$ cat src/rtl/ulaw_pkg.sv
// Shared types and widths for the channel-arbitrated u-law compressor.
package ulaw_pkg;

  localparam int SAMPLE_W = 14;
  localparam int CODE_W   = 8;

  typedef enum logic [1:0] {
    IDLE  = 2'd0,
    GRANT = 2'd1,
    ENC   = 2'd2,
    OUT   = 2'd3
  } state_t;

endpackage

$ cat src/rtl/ulaw_chan_arb_if.sv
// Channel request/ack bus plus the downstream code valid/ready bus.
interface ulaw_chan_arb_if
  import ulaw_pkg::*;
#(
  parameter int NCH = 4,
  parameter int CW  = $clog2(NCH)
);

  logic [NCH-1:0]          req;
  logic [SAMPLE_W*NCH-1:0] in_data;
  logic [NCH-1:0]          ack;
  logic [CODE_W-1:0]       out_code;
  logic [CW-1:0]           out_chan;
  logic                    out_valid;
  logic                    out_ready;
  logic                    busy;

  modport master (
    output req, in_data, out_ready,
    input  ack, out_code, out_chan, out_valid, busy
  );

  modport slave (
    input  req, in_data, out_ready,
    output ack, out_code, out_chan, out_valid, busy
  );

endinterface

$ cat src/rtl/ulaw_comp.sv
// Combinational 14-bit to 8-bit u-law compressor; the clock port exists only
// for pin compatibility with the block it replaces.
module ulaw_comp
  import ulaw_pkg::*;
(
  input  logic                clk,
  input  logic [SAMPLE_W-1:0] sample,
  output logic [CODE_W-1:0]   code
);

  logic [2:0] seg;
  logic [3:0] mant;
  logic       found;
  logic       unused_bits;

  // Bit 0 never reaches the mantissa, even for the lowest segment.
  assign unused_bits = clk ^ sample[0];

  always_comb begin
    seg   = '0;
    mant  = '0;
    found = 1'b0;
    for (int i = 7; i >= 0; i--) begin
      if (!found && sample[i+5]) begin
        found = 1'b1;
        seg   = 3'(i);
        mant  = sample[i+1 +: 4];
      end
    end
  end

  assign code = {sample[SAMPLE_W-1], seg, mant};

endmodule

$ cat src/rtl/ulaw_chan_arb.sv
// Round-robin time-sharing of one u-law compressor among NCH sample channels,
// with a registered valid/ready output toward the framer.
module ulaw_chan_arb
  import ulaw_pkg::*;
#(
  parameter int NCH = 4,
  parameter int CW  = $clog2(NCH)
) (
  input  logic            clk,
  input  logic            rst,
  ulaw_chan_arb_if.slave  bus
);

  localparam logic [1:0] ST_IDLE  = IDLE;
  localparam logic [1:0] ST_GRANT = GRANT;
  localparam logic [1:0] ST_ENC   = ENC;
  localparam logic [1:0] ST_OUT   = OUT;

  logic [1:0]          state_reg;
  logic [CW-1:0]       ptr_reg;
  logic [CW-1:0]       chan_reg;
  logic [SAMPLE_W-1:0] sample_reg;
  logic [NCH-1:0]      ack_reg;
  logic [CODE_W-1:0]   code_reg;
  logic [CW-1:0]       out_chan_reg;
  logic                valid_reg;

  logic [CW-1:0]       sel;
  logic [CW-1:0]       ptr_next;
  logic [CODE_W-1:0]   comp_code;
  logic [SAMPLE_W-1:0] ch_sample [NCH];

  for (genvar gi = 0; gi < NCH; gi++) begin : g_split
    assign ch_sample[gi] = bus.in_data[SAMPLE_W*gi +: SAMPLE_W];
  end

  // First requester at or after p, wrapping; the reverse scan lets the
  // lowest offset from p win.
  function automatic logic [CW-1:0] rr_select(input logic [NCH-1:0] r,
                                              input logic [CW-1:0]  p);
    logic [CW-1:0] s;
    int            idx;
    s = '0;
    for (int k = NCH - 1; k >= 0; k--) begin
      idx = int'(p) + k;
      if (idx >= NCH) idx = idx - NCH;
      if (r[idx]) s = CW'(idx);
    end
    return s;
  endfunction

  assign sel      = rr_select(bus.req, ptr_reg);
  assign ptr_next = (sel == CW'(NCH - 1)) ? '0 : sel + 1'b1;

  ulaw_comp u_comp (
    .clk    (clk),
    .sample (sample_reg),
    .code   (comp_code)
  );

  always_ff @(posedge clk or posedge rst) begin
    if (rst) begin
      state_reg    <= ST_IDLE;
      ptr_reg      <= '0;
      chan_reg     <= '0;
      sample_reg   <= '0;
      ack_reg      <= '0;
      code_reg     <= '0;
      out_chan_reg <= '0;
      valid_reg    <= 1'b0;
    end else begin
      case (state_reg)
        ST_IDLE: begin
          if (|bus.req) begin
            sample_reg <= ch_sample[sel];
            chan_reg   <= sel;
            ack_reg    <= {{(NCH-1){1'b0}}, 1'b1} << sel;
            ptr_reg    <= ptr_next;
            state_reg  <= ST_GRANT;
          end
        end
        ST_GRANT: begin
          ack_reg   <= '0;
          state_reg <= ST_ENC;
        end
        ST_ENC: begin
          code_reg     <= comp_code;
          out_chan_reg <= chan_reg;
          valid_reg    <= 1'b1;
          state_reg    <= ST_OUT;
        end
        ST_OUT: begin
          if (bus.out_ready) begin
            valid_reg <= 1'b0;
            state_reg <= ST_IDLE;
          end
        end
        default: state_reg <= ST_IDLE;
      endcase
    end
  end

  assign bus.ack       = ack_reg;
  assign bus.out_code  = code_reg;
  assign bus.out_chan  = out_chan_reg;
  assign bus.out_valid = valid_reg;
  assign bus.busy      = (state_reg != ST_IDLE);

endmodule

$ cat src/flat_wrapper.sv
// flat-port wrapper written by rule: the top's interface ports become plain ports
module ulaw_chan_arb_flat import ulaw_pkg::*;
#(
  parameter int NCH = 4,
  parameter int CW  = $clog2(NCH)
)
  (clk, rst, bus_req, bus_in_data, bus_out_ready, bus_ack, bus_out_code, bus_out_chan, bus_out_valid, bus_busy);
  ulaw_chan_arb_if #(.NCH(NCH), .CW(CW)) bus_i ();
  input  logic clk;
  input  logic rst;
  input wire logic [$bits(bus_i.req)-1:0] bus_req;
  input wire logic [$bits(bus_i.in_data)-1:0] bus_in_data;
  input wire logic [$bits(bus_i.out_ready)-1:0] bus_out_ready;
  output wire logic [$bits(bus_i.ack)-1:0] bus_ack;
  output wire logic [$bits(bus_i.out_code)-1:0] bus_out_code;
  output wire logic [$bits(bus_i.out_chan)-1:0] bus_out_chan;
  output wire logic [$bits(bus_i.out_valid)-1:0] bus_out_valid;
  output wire logic [$bits(bus_i.busy)-1:0] bus_busy;
  assign bus_i.req = bus_req;
  assign bus_i.in_data = bus_in_data;
  assign bus_i.out_ready = bus_out_ready;
  assign bus_ack = bus_i.ack;
  assign bus_out_code = bus_i.out_code;
  assign bus_out_chan = bus_i.out_chan;
  assign bus_out_valid = bus_i.out_valid;
  assign bus_busy = bus_i.busy;
  ulaw_chan_arb #(.NCH(NCH), .CW(CW)) u_core (.clk(clk), .rst(rst), .bus(bus_i));
endmodule
$ cat config.mk
export PLATFORM = sky130hd
export DESIGN_NAME = ulaw_chan_arb_flat
export DESIGN_NICKNAME = d
export VERILOG_FILES = /design/src/rtl/ulaw_pkg.sv /design/src/rtl/ulaw_chan_arb_if.sv /design/src/rtl/ulaw_comp.sv /design/src/rtl/ulaw_chan_arb.sv /design/src/flat_wrapper.sv
export SDC_FILE = /design/constraint.sdc
export NUM_CORES = 1
export LEC_CHECK = 0
export ABC_AREA = 1
export ABC_CLOCK_PERIOD_IN_PS = 1650
export CAP_MARGIN = 0
export CORE_UTILIZATION = 41
export CTS_CLUSTER_DIAMETER = 80
export DETAILED_ROUTE_END_ITERATION = 16
export PLACE_DENSITY = 0.84
export SYNTH_ARGS = -nofsm -noshare
export SYNTH_HDL_FRONTEND = slang
export SYNTH_SLANG_ARGS = --single-unit
$ cat constraint.sdc
create_clock -name clk -period 1.65 [get_ports clk]
set_input_delay 0.33 -clock clk [delete_from_list [all_inputs] [get_ports clk]]
set_output_delay 0.33 -clock clk [all_outputs]
set_load 0.1 [all_outputs]
======== After elaboration in Yosys (flattened, before gate mapping) ========
Index checks and enable logic that the tools add are counted.
storage, ports and cells
  output and inout port bits .............. 16
  flip-flop bits (word level) ............. 35
  word-level logic and storage cells ...... 110
  input bits .............................. 63
cells by class
  shift operators ......................... 1
  reductions and logical operators ........ 23
  $lt $le $gt $ge ......................... 9
  add/sub/neg operators ................... 8
  mux-type cells .......................... 54
  bitwise logic cells ..................... 1
  equal/unequal tests ..................... 6
operators with widths
  operator                                                                               count
  32-bit by 4-bit less-than comparator with 1-bit output (second input constant)         4
  32-bit 2-to-1 mux                                                                      4
  32-bit by 4-bit greater-or-equal comparator with 1-bit output (second input constant)  3
  32-bit by 4-bit subtractor with 32-bit output (second input constant)                  3
  4-bit 2-to-1 mux                                                                       9
  14-bit binary-select mux with 2-bit select                                             1
  14-bit 2-to-1 mux                                                                      2
  3-bit 2-to-1 mux                                                                       8
  1-bit 2-to-1 mux                                                                       16
  2-bit 2-to-1 mux                                                                       7
  1-bit binary-select mux with 2-bit select                                              4
  2-bit one-hot mux with 4 select lines                                                  1
  4-bit one-hot mux with 2 select lines                                                  1
  2-bit AND reduction                                                                    4
  1-bit logical AND                                                                      7
  1-bit logical NOT                                                                      7
  2-bit by 2-bit adder with 3-bit output (second input constant)                         2
  2-bit equality test (second input constant)                                            3
  2-bit nonzero test                                                                     3
  4-bit OR reduction                                                                     1
  1-bit by 2-bit << shifter with 4-bit output (first input constant)                     1
  2-bit by 3-bit subtractor with 4-bit output (second input constant)                    1
  2-bit by 1-bit adder with 3-bit output (second input constant)                         1
  2-bit by 3-bit greater-or-equal comparator with 1-bit output (second input constant)   1
  other kinds (8)                                                                        8

======== Logic depth before layout (Yosys ltp) ========
Gate-level depths: netlist of the first run.
  depth after elaboration ................. 22
  gate-level depth with buffers ........... 15
  depth with buffers taken out ............ 13

======== Modules after synthesis ========
From an unflattened synthesis of the first run, not the netlist that was laid out.
second synthesis, totals
  cell total of the unflattened synthesis .. 404
  area total of the unflattened synthesis .. 2733.9 um^2
by module, submodules not included
  module         instances  area each (um^2)  cells each  sequential area each (um^2)
  ulaw_chan_arb  1          2357.3            330         875.8
  ulaw_comp      1          376.6             74          0.0

======== Worst setup path after synthesis of the first run ========
OpenSTA, ideal clock, no wires.
  kind .................................... flip-flop to flip-flop
  start ................................... register u_core.state_reg[0]
  end ..................................... register u_core.sample_reg[10]
  path slack .............................. -0.381 ns
  data arrival time ....................... 1.965 ns
  clock period less this slack ............ 2.031 ns
  cell stages (with the launch flop) ...... 9
  data required time ...................... 1.584 ns
  setup time .............................. 0.066 ns
  cell sequence ........................... dfrtp_1 > inv_1 > ha_1 > inv_1 > nor2_1 > inv_1 > clkbuf_1 > nand2_1 > nand2_1
between the ends
  word-level cells in the longest chain between the ends .. 2
ends and longest elaborated chain
  item                           RTL line             source
  from (decl)                    ulaw_chan_arb.sv:19  logic [1:0] state_reg;
  from (signal assigned)         ulaw_chan_arb.sv:63  state_reg <= ST_IDLE;
  from (signal assigned)         ulaw_chan_arb.sv:79  state_reg <= ST_GRANT;
  from (signal assigned)         ulaw_chan_arb.sv:84  state_reg <= ST_ENC;
  2-bit logical NOT              ulaw_chan_arb.sv:72  case (state_reg)
  2-bit AND reduction (no line)  --
  to (signal assigned)           ulaw_chan_arb.sv:75  sample_reg <= ch_sample[sel];
  to (decl)                      ulaw_chan_arb.sv:22  logic [SAMPLE_W-1:0] sample_reg;
Every way passes these cells.
A chain may end at the register's enable or synchronous reset.

======== Final worst setup path of the first run ========
  start ................................... register u_core.ptr_reg[0]
  end ..................................... register u_core.sample_reg[4]
between the ends
  word-level cells in the longest chain between the ends .. 14
ends and longest elaborated chain
  item                                                                                                                            RTL line             source
  from (decl)                                                                                                                     ulaw_chan_arb.sv:20  logic [CW-1:0] ptr_reg;
  from (signal assigned)                                                                                                          ulaw_chan_arb.sv:78  ptr_reg <= ptr_next;
  2-bit by 2-bit adder with 3-bit output                                                                                          ulaw_chan_arb.sv:45  idx = int'(p) + k;
  32-bit by 4-bit subtractor with 32-bit output or 32-bit by 4-bit greater-or-equal comparator with 1-bit output (tied branches)  ulaw_chan_arb.sv:46  if (idx >= NCH) idx = idx - NCH;
  32-bit 2-to-1 mux                                                                                                               ulaw_chan_arb.sv:46
  1-bit binary-select mux with 2-bit select                                                                                       ulaw_chan_arb.sv:47  if (r[idx]) s = CW'(idx);
  1-bit 2-to-1 mux (not written as such) (2 in a row)                                                                             ulaw_chan_arb.sv:47
  2-bit 2-to-1 mux (3 in a row)                                                                                                   ulaw_chan_arb.sv:47
  2-bit 2-to-1 mux (*)                                                                                                            ulaw_chan_arb.sv:47
  2-bit inverter with 3-bit output (not written as such) (*)                                                                      ulaw_chan_arb.sv:75
  14-bit binary-select mux with 2-bit select (*)                                                                                  ulaw_chan_arb.sv:75
  14-bit 2-to-1 mux (not written as such) (*) (2 in a row)                                                                        ulaw_chan_arb.sv:75
Mark *: on every way between the ends. The rest lies on a longest branch, timed or not. The select of a mux whose other input is x is not followed.

==> run metrics, run 1 <==
area post-placement=3819 sq um; Total Power=0.01078 W; failing checks=negative setup slack; I/O pin count=79; WS Path Type=reg -> reg; Clock Skew=0.01417 ns; Finished Core Util=72.15%; Worst path max stage delay=0.44 ns; Hold-fix buffers, CTS=0; Max Buffers Root-to-Sink=2; leading area contributor after synthesis=dfrtp_1; Routed Antenna Nets=0; Final min period=1.954 ns; Design Area, Final=4373 sq um; combinational power share=79.1%; Tcrit/Tclk final=118.4%; Max Cap Viol=0; CTS tree=yes; Pwr Density=2466 nW/um^2; f_max=0.5117 GHz; WP data required=1.84 ns; crit path DAT=2.15 ns; register area share after synthesis=32.30%; switching share of power=54.02%; Final Max Tran Viols=0; vias in the first global route=2837; Slew Limit Headroom=71.13%; crit path cell chain=buf_12 -> xnor2_2 -> nand2_2 -> nand3_4 -> nand3_4 -> buf_12 -> nand2_8 -> nand2_2 -> nand3_2 -> nand2_1 -> nand2_1 -> nand2_1; max FFs per register=13; vias per cell=5.294; Synth async-reset ratio=100.0%; CP startpoint kind=flip-flop; Inserted Clock Buffers=5; synthesis-to-finish area growth=66.03%; first-pass GRT wire length=12350 microns; Met1 Wirelength=3350 microns; synth top area cells=dfrtp_1 (32%), nand2_1 (17%), inv_1 (12%); CP Capture Type=flip-flop; max layer used=met4; Starting DRT DRC Count=236; Starting Density=43.46%; CTS sink count=34; Finished Layout Cells=582; Mapped Cells=406; vias=3081; layout cell share with drive strength beyond 1=29.19%; Die Height=82.15 microns; critical path fanouts, max=7; PortBufs=74; unrepaired setup endpoints after global routing=yes; setup ws final=-0.3043 ns; met2 wire len=4431 microns; post-synth net total=475; outcome=finished with violations; Die Area=6749 sq um; GRT Overall Usage=23.84%; initial antenna violation count=0; synthesized area=2634 sq um; Reg power frac=14.9%; row count=28; largest net degree at the start of global routing=35; met3 wire len=624 microns; most frequent cells in the layout=nand2_1 (102), inv_1 (78), clkdlybuf4s50_1 (54); dpl hpwl=5327 microns; placed insts=561; Slowest-stage cell, CP=dfrtp_2; Clk pwr share=6.0%; NumNets Final=575; Ys Warns=0; commonest non-fill, non-tap cell in the layout=nand2_1; Final Hold Vio Count=0; Synth cell types=33; grt ovf=0; antenna cell count=0; Die Wd=82.15 microns; Placer Congestion=0.8525; Synth Flop Type=dfrtp_1; most frequent cell on the critical path=nand2_1; maximum VDD drop=1866 uV; Final setup viols=21; NetSw=0.005824 W; area share of the largest cell type after synthesis=32.30%; root buf cell=clkbuf_8; Residual DRC=0; WL per Instance=15.03 microns; number of flops mapped to enable cells by yosys=0; Clk pin slew, worst setup/hold paths=0.07 ns; Avg Inst Size Synth=6.487 sq um; Detailed Route WL=8748 microns; Min-Delay Path Class=in -> async; H-tree depth=2; Worst-Margin Slew=0.4330 ns; Yosys reg bits=34; CORE AREA=6061 sq um; Clock Latency Late Sink=0.30 ns; LEAKAGE=2.273 nW; Detailed Routing Iterations Pass 1=5; Cell Int Power=0.004958 W; hold_ws=0.4290 ns; final-layout fill cell count=411
## per-layer routing
metal | track usage, % | up-vias
met4 | 7.719 | 0
met5 | 0 | -
met1 | 28.07 | 1405
met3 | 4.505 | 38
met2 | 43.22 | 183
li1 | - | 1455
## power groups by stage
stage | Sequential (W) | Clock [W] | Combinational [W]
4_1_cts | 0.00159 | 0.000636 | 0.00721
5_1_grt | 0.00165 | 0.000690 | 0.00906
6_report | 0.00161 | 0.000646 | 0.00853
3_3_place_gp | 0.00158 | 0 | 0.00640
3_5_place_dp | 0.00160 | 0 | 0.00658
2_1_floorplan | 0.00247 | 0 | 0.00383
## metrics by stage
| step | setup slack (ns) | setup TNS, ns |
|---|---|---|
| after floorplan | -0.1105 | -1.667 |
| after global placement | -0.4003 | -7.398 |
| after detailed placement | -0.4976 | -9.134 |
| after global routing | -0.3966 | -6.959 |
| after CTS | -0.1753 | -2.804 |
| final | -0.3043 | -4.560 |
## layout make-up
cell class | instances | area, sq um | area share (%)
clock inverters | 1 | 5.005 | 0.1144
repair buffers | 105 | 1309 | 29.93
inverters | 88 | 339.1 | 7.754
flip-flops and latches | 34 | 852.1 | 19.48
multi-input cells | 272 | 1688 | 38.60
well taps | 75 | 93.84 | 2.146
clock buffers | 7 | 86.33 | 1.974
## worst max-delay path, delay by kind of cell (launching register included)
kind	cells	cell delay, ns
buf+inv	2	0.36
flops	1	0.44
simple gates	9	0.88
xor+xnor	1	0.18
## logic make-up after synthesis
kind of cell               after synthesis  share of synthesized area (%)
adders and majority gates                6                          2.850
buffers and inverters                  102                          16.82
xor gates and xnor gates                 1                         0.3326
DFF                                     34                          32.30
and+or+nand+nor                        228                          40.33
AOI/OAI and AO/OA                       35                          7.364
## repair_timing
item | in CTS | in global routing
setup buffers | 4 | 3
pin swaps | 5 | 28
resized for setup | 14 | 54
cloned | 4 | 3
endpoints found under the setup margin | 22 | 25
## worst paths after layout
path	from	endpoint	slack, ns	cells past startpoint
setup / recovery	u_core.ptr_reg[0]$_DFFE_PP0P_	u_core.sample_reg[4]$_DFFE_PP0P_	-0.30	12
hold / removal	rst	u_core.bus.out_chan[1]$_DFFE_PP0P_	0.43	3
setup reg to reg	u_core.ptr_reg[0]$_DFFE_PP0P_	u_core.sample_reg[4]$_DFFE_PP0P_	-0.30	12
hold reg to reg	u_core.sample_reg[5]$_DFFE_PP0P_	u_core.sample_reg[5]$_DFFE_PP0P_	0.49	2
max in group asynchronous	rst	u_core.ptr_reg[0]$_DFFE_PP0P_	0.90	3
min in group clk	u_core.sample_reg[5]$_DFFE_PP0P_	u_core.sample_reg[5]$_DFFE_PP0P_	0.49	2
## cell usage after synthesis, drive strengths merged (2+ instances only)
library cell and count:
nand2 138, inv 88, nand3 66, dfrtp 34, o21ai 26, nor2 16, buf 11, ha 6
o22ai 4, clkbuf 3, nand4 3, nor4 3, nor3 2
Power figures use the tool's default switching activity.
==> run 2, diff against run 1 <==
--- a/config.mk
+++ b/config.mk
@@ -6,12 +6,13 @@
 export NUM_CORES = 1
 export LEC_CHECK = 0
 export ABC_AREA = 1
-export ABC_CLOCK_PERIOD_IN_PS = 1650
+export ABC_CLOCK_PERIOD_IN_PS = 2250
 export CAP_MARGIN = 0
+export CORE_MARGIN = 4
 export CORE_UTILIZATION = 41
 export CTS_CLUSTER_DIAMETER = 80
 export DETAILED_ROUTE_END_ITERATION = 16
-export PLACE_DENSITY = 0.84
+export PLACE_DENSITY = 0.81
 export SYNTH_ARGS = -nofsm -noshare
 export SYNTH_HDL_FRONTEND = slang
 export SYNTH_SLANG_ARGS = --single-unit
==> constraint.sdc (replaced) <==
create_clock -name clk -period 2.25 [get_ports clk]
set_input_delay 0.45 -clock clk [delete_from_list [all_inputs] [get_ports clk]]
set_output_delay 0.45 -clock clk [all_outputs]
set_load 0.1 [all_outputs]
==> run metrics, run 2 (synthesized netlist as in run 1, its figures left out) <==
outcome=completed; Crit Reg-Reg Endpoint=u_core.sample_reg[11]$_DFFE_PP0P_; Min-Delay Path Class=reg -> reg; vias=2668; Worst-Margin Slew=0.4895 ns; Detailed Routing Iterations Pass 1=4; Clock Latency Late Sink=0.29 ns; commonest non-fill, non-tap cell in the layout=nand2_1; combinational power share=72.5%; area of the multi-input gates=1340 sq um; unrepaired setup endpoints after global routing=no; Final Hold Vio Count=0; CTS tree=yes; initial antenna violation count=0; NetSw=0.003349 W; most frequent cell on the critical path=nand2_1; Worst path depth=13; final-layout fill cell count=575; postcts setup bufs=0; hold depth=2; Inserted Clock Buffers=5; dpl hpwl=5095 microns; Clock Skew=0.004870 ns; LEAKAGE=1.960 nW; root buf cell=clkbuf_8; CTS sink count=34; Final Max Tran Viols=0; Sequential cell area=850.8 sq um; critical path fanouts, max=27; HP Start=u_core.bus.out_code[7]$_DFFE_PP0P_; Final min period=2.069 ns; GRT Overall Usage=17.63%; Die Area=7770 sq um; Clk pwr share=9.0%; Slew Limit Headroom=67.02%; Hold-fix buffers, CTS=0; Placer Congestion=0.9001; Worst R2R Setup Slack=0.26 ns; CP Capture Type=flip-flop; Setup WS pre-CTS=-0.01861 ns; Final setup viols=0; Starting Density=43.46%; vias in the first global route=2505; PortBufs=74; f_max=0.4833 GHz; Crit path max-delay family=simple AND/OR/NAND/NOR gates; CP startpoint kind=input port; Max Buffers Root-to-Sink=2; Pwr Density=1709 nW/um^2; Total Power=0.006136 W; worst reg2reg path depth=11; Reg-to-Reg Start=u_core.ptr_reg[0]$_DFFE_PP0P_; CORE AREA=6061 sq um; most frequent cells in the layout=nand2_1 (121), inv_1 (85), nand3_1 (59); antenna cell count=0; Buf/Inv on CP=3; layout cell share with drive strength beyond 1=12.81%; setup ws final=0.1810 ns; Cell Int Power=0.002787 W; Residual DRC=0; largest net degree at the start of global routing=35; grt ovf=0; Starting DRT DRC Count=126; WL per Instance=11.60 microns; crit path cell chain=clkdlybuf4s50_1 -> inv_1 -> o21ai_1 -> nand2_1 -> nand3_2 -> nand2_2 -> nand2_4 -> buf_12 -> nand3_1 -> nand3_1 -> nand2_1 -> nand2_1 -> nand2_1; WS Path Type=in -> reg; first-pass GRT wire length=10840 microns; max FFs per register=13; Slowest-stage cell, CP=clkdlybuf4s50_1; Tcrit/Tclk final=91.95%; Reg power frac=18.4%; crit path DAT=2.25 ns; Routed Antenna Nets=0; vias per cell=4.773; Die Wd=88.15 microns; WP data required=2.43 ns; maximum VDD drop=948.6 uV; Die Height=88.15 microns; Detailed Route WL=6486 microns; PostCTS Resize Cnt=0; Worst path max stage delay=0.48 ns; switching share of power=54.57%; I/O pin count=79; Max Cap Viol=0; hold endpoint=u_core.bus.out_code[7]$_DFFE_PP0P_; synthesis-to-finish area growth=36.34%; Clk pin slew, worst setup/hold paths=0.07 ns; row count=28; H-tree depth=2; NumNets Final=552
==> run 2: final cells by class <==
cell class,instances,share of cell area [%]
well taps,75,2.613
multi-input cells,270,37.32
inverters,88,9.268
flip-flops and latches,34,23.69
clock inverters,2,1.045
clock buffers,6,2.021
repair buffers,84,24.04
==> run 2: how the worst max path moves through the flow <==
stage	slack, ns	startpoint	end
after floorplan	0.22	u_core.state_reg[0]$_DFFE_PP0P_	u_core.sample_reg[10]$_DFFE_PP0P_
after global placement	0.06	bus_req[1]	u_core.sample_reg[13]$_DFFE_PP0P_
after detailed placement	-0.02	bus_req[1]	u_core.sample_reg[11]$_DFFE_PP0P_
after CTS	0.23	bus_req[1]	u_core.sample_reg[11]$_DFFE_PP0P_
after global routing	0.07	u_core.sample_reg[12]$_DFFE_PP0P_	u_core.bus.out_code[2]$_DFFE_PP0P_
final	0.18	bus_req[1]	u_core.sample_reg[11]$_DFFE_PP0P_
==> run 2: through the flow <==
stage	utilization, %	TNS, ns	instance area [sq um]	hold slack (ns)	std cells
floorplan	-	0	2634	0.4471	406
global placement	57.43	0	3481	0.4610	551
detailed placement	57.43	-0.01861	3481	0.4687	551
CTS	59.25	0	3591	0.4871	559
global route	59.25	0	3591	0.5210	559
finish	59.25	0	3591	0.4824	559
==> run 2: power groups by stage <==
stage          Clock, W  Combinational (W)  Sequential [W]
3_3_place_gp          0            0.00434         0.00112
6_report       0.000555            0.00445         0.00113
4_1_cts        0.000570            0.00448         0.00113
2_1_floorplan         0            0.00264         0.00180
3_5_place_dp          0            0.00444         0.00114
5_1_grt        0.000594            0.00490         0.00117
==> run 2: worst min-delay path, delay by kind of cell, from the launching register on <==
kind             cells  cell delay (ns)
AND/OR/NAND/NOR      2             0.11
flip-flops           1             0.35
==> run 2: metal layers <==
| metal | up-vias | track usage (%) | share of wire (%) |
|---|---|---|---|
| li1 | 1400 | - | - |
| met1 | 1157 | 22.01 | 45 |
| met2 | 95 | 28.01 | 45 |
| met3 | 16 | 5.174 | 7.9 |
| met4 | 0 | 8.379 | 2.6 |
| met5 | - | 0 | 0 |
==> run 3, diff against run 2 <==
--- a/config.mk
+++ b/config.mk
@@ -12,7 +12,9 @@
 export CORE_UTILIZATION = 41
 export CTS_CLUSTER_DIAMETER = 80
 export DETAILED_ROUTE_END_ITERATION = 16
+export MAX_ROUTING_LAYER = met4
 export PLACE_DENSITY = 0.81
+export SKIP_LAST_GASP = 1
 export SYNTH_ARGS = -nofsm -noshare
 export SYNTH_HDL_FRONTEND = slang
 export SYNTH_SLANG_ARGS = --single-unit
==> run metrics, run 3 (synthesized netlist as in run 1, its figures left out) <==
outcome=completed; WS Path Type=in -> reg; Detailed Route WL=6481 microns; Finished Core Util=59.25%; WL per Instance=11.59 microns; Buf/Inv on CP=3; row count=28; Clk pwr share=9.0%; crit path cell chain=clkdlybuf4s50_1 -> inv_1 -> o21ai_1 -> nand2_1 -> nand3_2 -> nand2_2 -> nand2_4 -> buf_12 -> nand3_1 -> nand3_1 -> nand2_1 -> nand2_1 -> nand2_1; Die Height=88.15 microns; Final Hold Vio Count=0; PostCTS Resize Cnt=0; Starting DRT DRC Count=113; Final Max Tran Viols=0; antenna cell count=0; Detailed Routing Iterations Pass 1=4; Inserted Clock Buffers=5; grt ovf=0; Die Wd=88.15 microns; Setup WS pre-CTS=-0.01861 ns; unrepaired setup endpoints after global routing=no; Placer Congestion=0.9155; hold endpoint=u_core.bus.out_code[7]$_DFFE_PP0P_; dpl hpwl=5095 microns; Min-Delay Path Class=reg -> reg; switching share of power=54.63%; combinational power share=72.5%; WP data required=2.43 ns; CTS tree=yes; NetSw=0.003357 W; Worst-Margin Slew=0.4895 ns; Final min period=2.075 ns; Starting Density=43.46%; hold depth=2; PortBufs=74; GRT Overall Usage=18.12%; H-tree depth=2; HP Start=u_core.bus.out_code[7]$_DFFE_PP0P_; most frequent cell on the critical path=nand2_1; Max Buffers Root-to-Sink=2; I/O pin count=79; Slowest-stage cell, CP=clkdlybuf4s50_1; Clock Skew=0.004775 ns; root buf cell=clkbuf_8; Worst path max stage delay=0.48 ns; worst reg2reg path depth=11; largest net degree at the start of global routing=35; NumNets Final=552; vias in the first global route=2503; Reg power frac=18.4%; initial antenna violation count=0; Hold-fix buffers, CTS=0; vias=2672; Final setup viols=0; postcts setup bufs=0; Slew Limit Headroom=67.02%; final-layout fill cell count=575; Reg-to-Reg Start=u_core.ptr_reg[0]$_DFFE_PP0P_; Tcrit/Tclk final=92.21%; CTS sink count=34; critical path fanouts, max=27; vias per cell=4.780; setup ws final=0.1753 ns; Residual DRC=0; layout cell share with drive strength beyond 1=12.81%; Routed Antenna Nets=0; CORE AREA=6061 sq um; maximum VDD drop=948.7 uV; crit path DAT=2.26 ns; CP Capture Type=flip-flop; synthesis-to-finish area growth=36.34%; Max Cap Viol=0; Die Area=7770 sq um; max FFs per register=13; most frequent cells in the layout=nand2_1 (121), inv_1 (85), nand3_1 (59); Cell Int Power=0.002787 W; Worst R2R Setup Slack=0.25 ns; Crit path max-delay family=simple AND/OR/NAND/NOR gates; CP startpoint kind=input port; first-pass GRT wire length=10830 microns; LEAKAGE=1.960 nW; f_max=0.4820 GHz; Crit Reg-Reg Endpoint=u_core.sample_reg[11]$_DFFE_PP0P_; commonest non-fill, non-tap cell in the layout=nand2_1; Clock Latency Late Sink=0.29 ns; Clk pin slew, worst setup/hold paths=0.07 ns; Pwr Density=1711 nW/um^2
[run 3: cell type report]
| cell class | count | area, sq um | share of cell area [%] |
|---|---|---|---|
| multi-input combinational | 270 | 1340 | 37.32 |
| timing repair buffer | 84 | 863.3 | 24.04 |
| clock inverter | 2 | 37.54 | 1.045 |
| tap | 75 | 93.84 | 2.613 |
| sequential | 34 | 850.8 | 23.69 |
| clock buffer | 6 | 72.57 | 2.021 |
| inverter | 88 | 332.8 | 9.268 |
[run 3: per-layer routing]
| layer | vias to the layer above | wire, microns | track usage [%] |
|---|---|---|---|
| met5 | - | 0 | - |
| li1 | 1402 | - | - |
| met1 | 1152 | 2935 | 22.42 |
| met3 | 16 | 516 | 4.233 |
| met4 | 0 | 183 | 8.379 |
| met2 | 102 | 2845 | 28.01 |
[run 3: per-stage QoR]
| step | std cells | power (W) | hold WS (ns) | area (sq um) | TNS [ns] |
|---|---|---|---|---|---|
| after CTS | 559 | 0.006175 | 0.4871 | 3591 | 0 |
| after floorplan | 406 | 0.004438 | 0.4471 | 2634 | 0 |
| after detailed placement | 551 | 0.005576 | 0.4687 | 3481 | -0.01861 |
| after global routing | 559 | 0.006671 | 0.5210 | 3591 | 0 |
| after global placement | 551 | 0.005465 | 0.4610 | 3481 | 0 |
| final | 559 | 0.006144 | 0.4824 | 3591 | 0 |
[run 3: how the worst max path moves through the flow]
stage / cells after the start / end / start / slack, ns
final: 13 / u_core.sample_reg[11]$_DFFE_PP0P_ / bus_req[1] / 0.18
after global routing: 9 / u_core.bus.out_code[2]$_DFFE_PP0P_ / u_core.sample_reg[12]$_DFFE_PP0P_ / 0.07
after CTS: 13 / u_core.sample_reg[11]$_DFFE_PP0P_ / bus_req[1] / 0.23
after detailed placement: 13 / u_core.sample_reg[11]$_DFFE_PP0P_ / bus_req[1] / -0.02
after global placement: 13 / u_core.sample_reg[13]$_DFFE_PP0P_ / bus_req[1] / 0.06
after floorplan: 8 / u_core.sample_reg[10]$_DFFE_PP0P_ / u_core.state_reg[0]$_DFFE_PP0P_ / 0.22
[run 3: worst min-delay path: stages, from the launching register on]
cell and delay [ns]:
dfrtp_1 0.35, nand2_1 0.06, nand2_1 0.05
[run 3: power by group through the flow]
stage / Combinational (W) / Sequential [W] / Clock [W]
2_1_floorplan: 0.00264 / 0.00180 / 0
3_3_place_gp: 0.00434 / 0.00112 / 0
3_5_place_dp: 0.00444 / 0.00114 / 0
4_1_cts: 0.00448 / 0.00113 / 0.000570
5_1_grt: 0.00490 / 0.00117 / 0.000591
6_report: 0.00446 / 0.00113 / 0.000554
==> edit 1, RTL diff (settings of run 3) <==
Make the reset (`rst`) synchronous in one clocked block.
--- a/src/rtl/ulaw_chan_arb.sv
+++ b/src/rtl/ulaw_chan_arb.sv
@@ -58,7 +58,7 @@
     .code   (comp_code)
   );
 
-  always_ff @(posedge clk or posedge rst) begin
+  always_ff @(posedge clk) begin
     if (rst) begin
       state_reg    <= ST_IDLE;
       ptr_reg      <= '0;
Check against the original RTL: differs if rst is asserted again (counterexample within 4 cycles, from zero or initial values and one cycle with rst high); with rst held inactive, the same outputs for 10 cycles.
==> edit 1 against run 3 <==
  * Sequential cell count stayed put
  * Wire length is 1.5% higher
  * Sequential power is 13% lower
  * Power is 18% lower
  * Synthesized area is 0.57% higher
  * Setup slack better by 0.047 ns
  * Clock skew is 0.0044 ns higher
  * Design area is 0.35% lower
  * Non-clock buffer count is 5 higher
  * Critical path type unchanged
  * Largest cell class unchanged
  * Highest routed layer unchanged
==> edit 1: results (changes against run 3) <==
sequential area share after synthesis 0.257 (-0.0661); worst-path fanout max 19 (-30%); Post-DP Area 3490 um^2 (+0.14%); Worst path max stage delay 0.53 ns (+0.05 ns); top cells by count, synth inv_1 (97), nand2_1 (82), nand3_1 (70); worst-case clock buffer depth 2 (unchanged); clock root buffer clkbuf_8; met3 GRT Util 0.0289 (-0.0135); WL per Instance 11.2 um (-3.8%); top cells by area, synth dfxtp_1 (26%), inv_1 (14%), nand3_1 (13%); Reg2Reg Depth 14 (+3); worst vdd ir 0.795 mV (-16%); Clock Latency Late Sink 0.28 ns; slew margin rel. 0.641 (-0.0289); ys flop type dfxtp_1; GRT met2 Usage 0.290 (+0.00946); clock skew 0.00918 ns (+0.00440 ns); Reg clk slew, reported paths 0.07 ns (about the same); hold path cells 2 (unchanged); ys async rst share 0 (-1.00); status complete, no violations; pin count of the biggest net entering global routing 27 (-23%); fill count 630 (+9.6%); GR Util met1 0.215 (-0.00951); Total GRT Usage 0.175 (-0.00606); R2R Path End u_core.sample_reg[9]$_SDFFE_PP0P_; Iter 0 DRT Violations 190 (+68%); Crit Reg-Reg Startpoint u_core.ptr_reg[0]$_SDFFE_PP0P_; Hold Startpoint u_core.bus.ack[1]$_SDFFE_PP0P_; NumNets Final 581 (+5.3%); LEAKAGE 1.91 nW (-2.8%); worst hold endpoint u_core.bus.ack[1]$_SDFFE_PP0P_; Via density 4.88 (+2.2%); synth unique cells 29 (-12%); first-pass GRT wire length 11.0 mm (+1.5%); RD Place Congestion 0.892 (-2.5%); CTS HTree Levels 2 (unchanged); Crit-path slowest cell clkdlybuf4s50_1; reg2reg setup slack 0.34 ns (+0.09 ns); number of max-cap violations 0 (unchanged); Min Hold Slack 0.471 ns (-0.0112 ns); initial antenna violation count 0 (unchanged); Synthesized Nets 503 (+5.9%); DP HPWL 5.34 mm (+4.8%); Worst EP arrival 2.21 ns (-0.05 ns); vias in the first global route 2,695 (+7.7%); share of layout cells above drive strength 1 0.152 (+0.0239)
==> edit 1: changes by cell type after synthesis, sizes merged, moves of 2 or more <==
cell,delta
clkbuf,+5
nand2,-37
nor3,+5
a21oi,+27
inv,+13
o22ai,-2
nand3,+16
dfrtp,-34
o21ai,-7
nor2,+11
dfxtp,+34
nor4,-2
==> edit 1: how the worst max path moves through the flow <==
stage	to	cells after the start	from	slack (ns)
6_report	u_core.sample_reg[6]$_SDFFE_PP0P_	15	bus_req[1]	0.22
4_1_cts	u_core.sample_reg[9]$_SDFFE_PP0P_	14	u_core.ptr_reg[0]$_SDFFE_PP0P_	0.19
3_3_place_gp	u_core.sample_reg[5]$_SDFFE_PP0P_	15	bus_req[1]	-0.008
2_1_floorplan	u_core.sample_reg[10]$_SDFFE_PP0P_	9	u_core.state_reg[0]$_SDFFE_PP0P_	0.1
5_1_grt	u_core.sample_reg[7]$_SDFFE_PP0P_	15	bus_req[1]	0.03
3_5_place_dp	u_core.sample_reg[9]$_SDFFE_PP0P_	13	bus_req[2]	-0.06
==> edit 1: layout make-up <==
class                   count  share of cell area
multi-input cells         281               0.413
inverters                 101               0.106
well taps                  77              0.0269
clock inverters             1             0.00140
flip-flops and latches     34               0.191
clock buffers               7              0.0241
repair buffers             89               0.238
==> edit 1: per-layer routing <==
layer	part of all wire	vias to the layer above
met2	0.46	92
met3	0.068	13
li1	-	1512
met5	0	-
met1	0.46	1264
met4	0.016	0
==> edit 1: cells by family (layout without fill, tap and decap cells) <==
| logic type | Yosys count | in the layout | share of synthesized area |
|---|---|---|---|
| flops | 34 | 34 | 0.257 |
| fa+ha+maj | 6 | 6 | 0.0283 |
| compound gates | 55 | 55 | 0.111 |
| buf+inv | 119 | 198 | 0.185 |
| simple gates | 220 | 220 | 0.419 |
==> edit 1: per-stage QoR <==
stage          setup slack (ns)  instances  utilization
2_1_floorplan            0.0975        434            -
3_3_place_gp           -0.00777        582        0.552
3_5_place_dp            -0.0622        582        0.552
4_1_cts                   0.193        590        0.567
5_1_grt                  0.0256        590        0.567
6_report                  0.222        590        0.567
==> edit 1: worst max-delay path, delay by kind of cell <==
family        cells  cell delay, ns
buf+inv           5            0.89
simple gates     10            0.87
==> edit 1: timing repair <==
| item | CTS | global route |
|---|---|---|
| hold buffers | 0 | 0 |
| resized for setup | 0 | 1 |
| buffers inserted | 0 | 0 |
| setup endpoints to repair | 0 | 3 |
==> edit 1: power breakdown <==
part	internal [mW]	switching (mW)
registers	0.819	0.167
logic	1.22	2.37
clock network	0.247	0.210
total	2.29	2.75
==> edit 2, RTL diff (settings of run 3) <==
Without the edit above. Change the package constant `SAMPLE_W` from 14 to 7.
--- a/src/rtl/ulaw_pkg.sv
+++ b/src/rtl/ulaw_pkg.sv
@@ -1,7 +1,7 @@
 // Shared types and widths for the channel-arbitrated u-law compressor.
 package ulaw_pkg;
 
-  localparam int SAMPLE_W = 14;
+  localparam int SAMPLE_W = 7;
   localparam int CODE_W   = 8;
 
   typedef enum logic [1:0] {
Ports: changed (resized bus_in_data); port bits go from 79 to 51. The function was not compared with the original's and may differ.
==> edit 2 against run 3 <==
  * Highest routed layer unchanged
  * Wire length shrank 68%
  * Setup slack gained 0.19 ns
  * Synthesized area shrank 59%
  * Worst hold slack about the same
  * Sequential cell count down 19
  * Clock power fell by 72%
  * Power decreased by 63%
  * Design area decreased by 64%
  * Sequential share of layout area rose by 5.3 points
  * Synthesized cell count decreased by 68%
==> edit 2: results (changes against run 3) <==
status complete, no violations; Final Cycle Share 0.837 (-0.0847); top cells by area, synth dfrtp_1 (35%), ha_1 (10%), nand2_2 (9.2%); Synth Area in Compound Gates 0.0775 (+0.00382); Mapped Cells 131 (-68%); pin count of the biggest net entering global routing 16 (-54%); Setup crit start bus_req[3]; multiplexer share of the synthesized area 0.0312 (+0.0312); LEAKAGE 0.685 nW (-65%); NumNets Final 198 (-64%); worst-path fanout max 6 (-78%); Setup WS pre-CTS 0.0678 ns (+0.0864 ns); Clk pwr share 0.069 (-0.021); Reg clk slew, reported paths 0.09 ns (+0.02 ns); post-route insts no fill 183 (-67%); CTS HTree Levels 1 (-1); reg2reg setup slack 0.38 ns (+0.13 ns); synth unique cells 22 (-33%); fill count 230 (-60%); max reg flops 4 (-9); Synth Area in Adders 0.104 (+0.0755); Psw 1.31 mW (-61%); R2R Path End u_core.bus.ack[2]$_DFFE_PP0P_; vias in the first global route 840 (-66%); WL per Instance 11.2 um (-3.4%); Hold Startpoint u_core.chan_reg[0]$_DFFE_PP0P_; RD Place Congestion 0.770 (-16%); worst hold endpoint u_core.chan_reg[0]$_DFFE_PP0P_; Post-DP Area 1270 um^2 (-64%); Sw Ratio 0.579 (+0.0327); clock root buffer clkbuf_4; GRT met2 Usage 0.223 (-0.0570); Total GRT Usage 0.129 (-0.0521); Iter 0 DRT Violations 13 (-88%); WL met2 1.05 mm (-63%)
## edit 2: changes by cell type after synthesis, sizes merged, moves of 12 or more
cell	before	now
nand3	66	12
nor2	16	3
o21ai	26	14
dfrtp	34	15
nand2	138	40
inv	88	20
## edit 2: layout make-up
class                           count  area (um^2)  share of cell area
Timing Repair Buffer               20          188               0.145
Clock buffer                        3         22.5              0.0174
Sequential cell                    15          375               0.290
Tap cell                           30         37.5              0.0290
Multi-Input combinational cell     93          582               0.450
Inverter                           21         83.8              0.0648
Clock inverter                      1         5.00             0.00387
## edit 2: metrics by stage
| stage | hold slack (ns) | util |
|---|---|---|
| final | 0.483 | 0.518 |
| after global routing | 0.508 | 0.518 |
| after CTS | 0.491 | 0.518 |
| after detailed placement | 0.465 | 0.507 |
| after global placement | 0.464 | 0.507 |
| after floorplan | 0.351 | - |
## edit 2: critical path: cells and delay by family
kind / cells / cell delay (ns)
buf+inv: 2 / 0.59
simple gates: 6 / 0.73
fa+ha+maj: 1 / 0.20
compound gates: 1 / 0.08
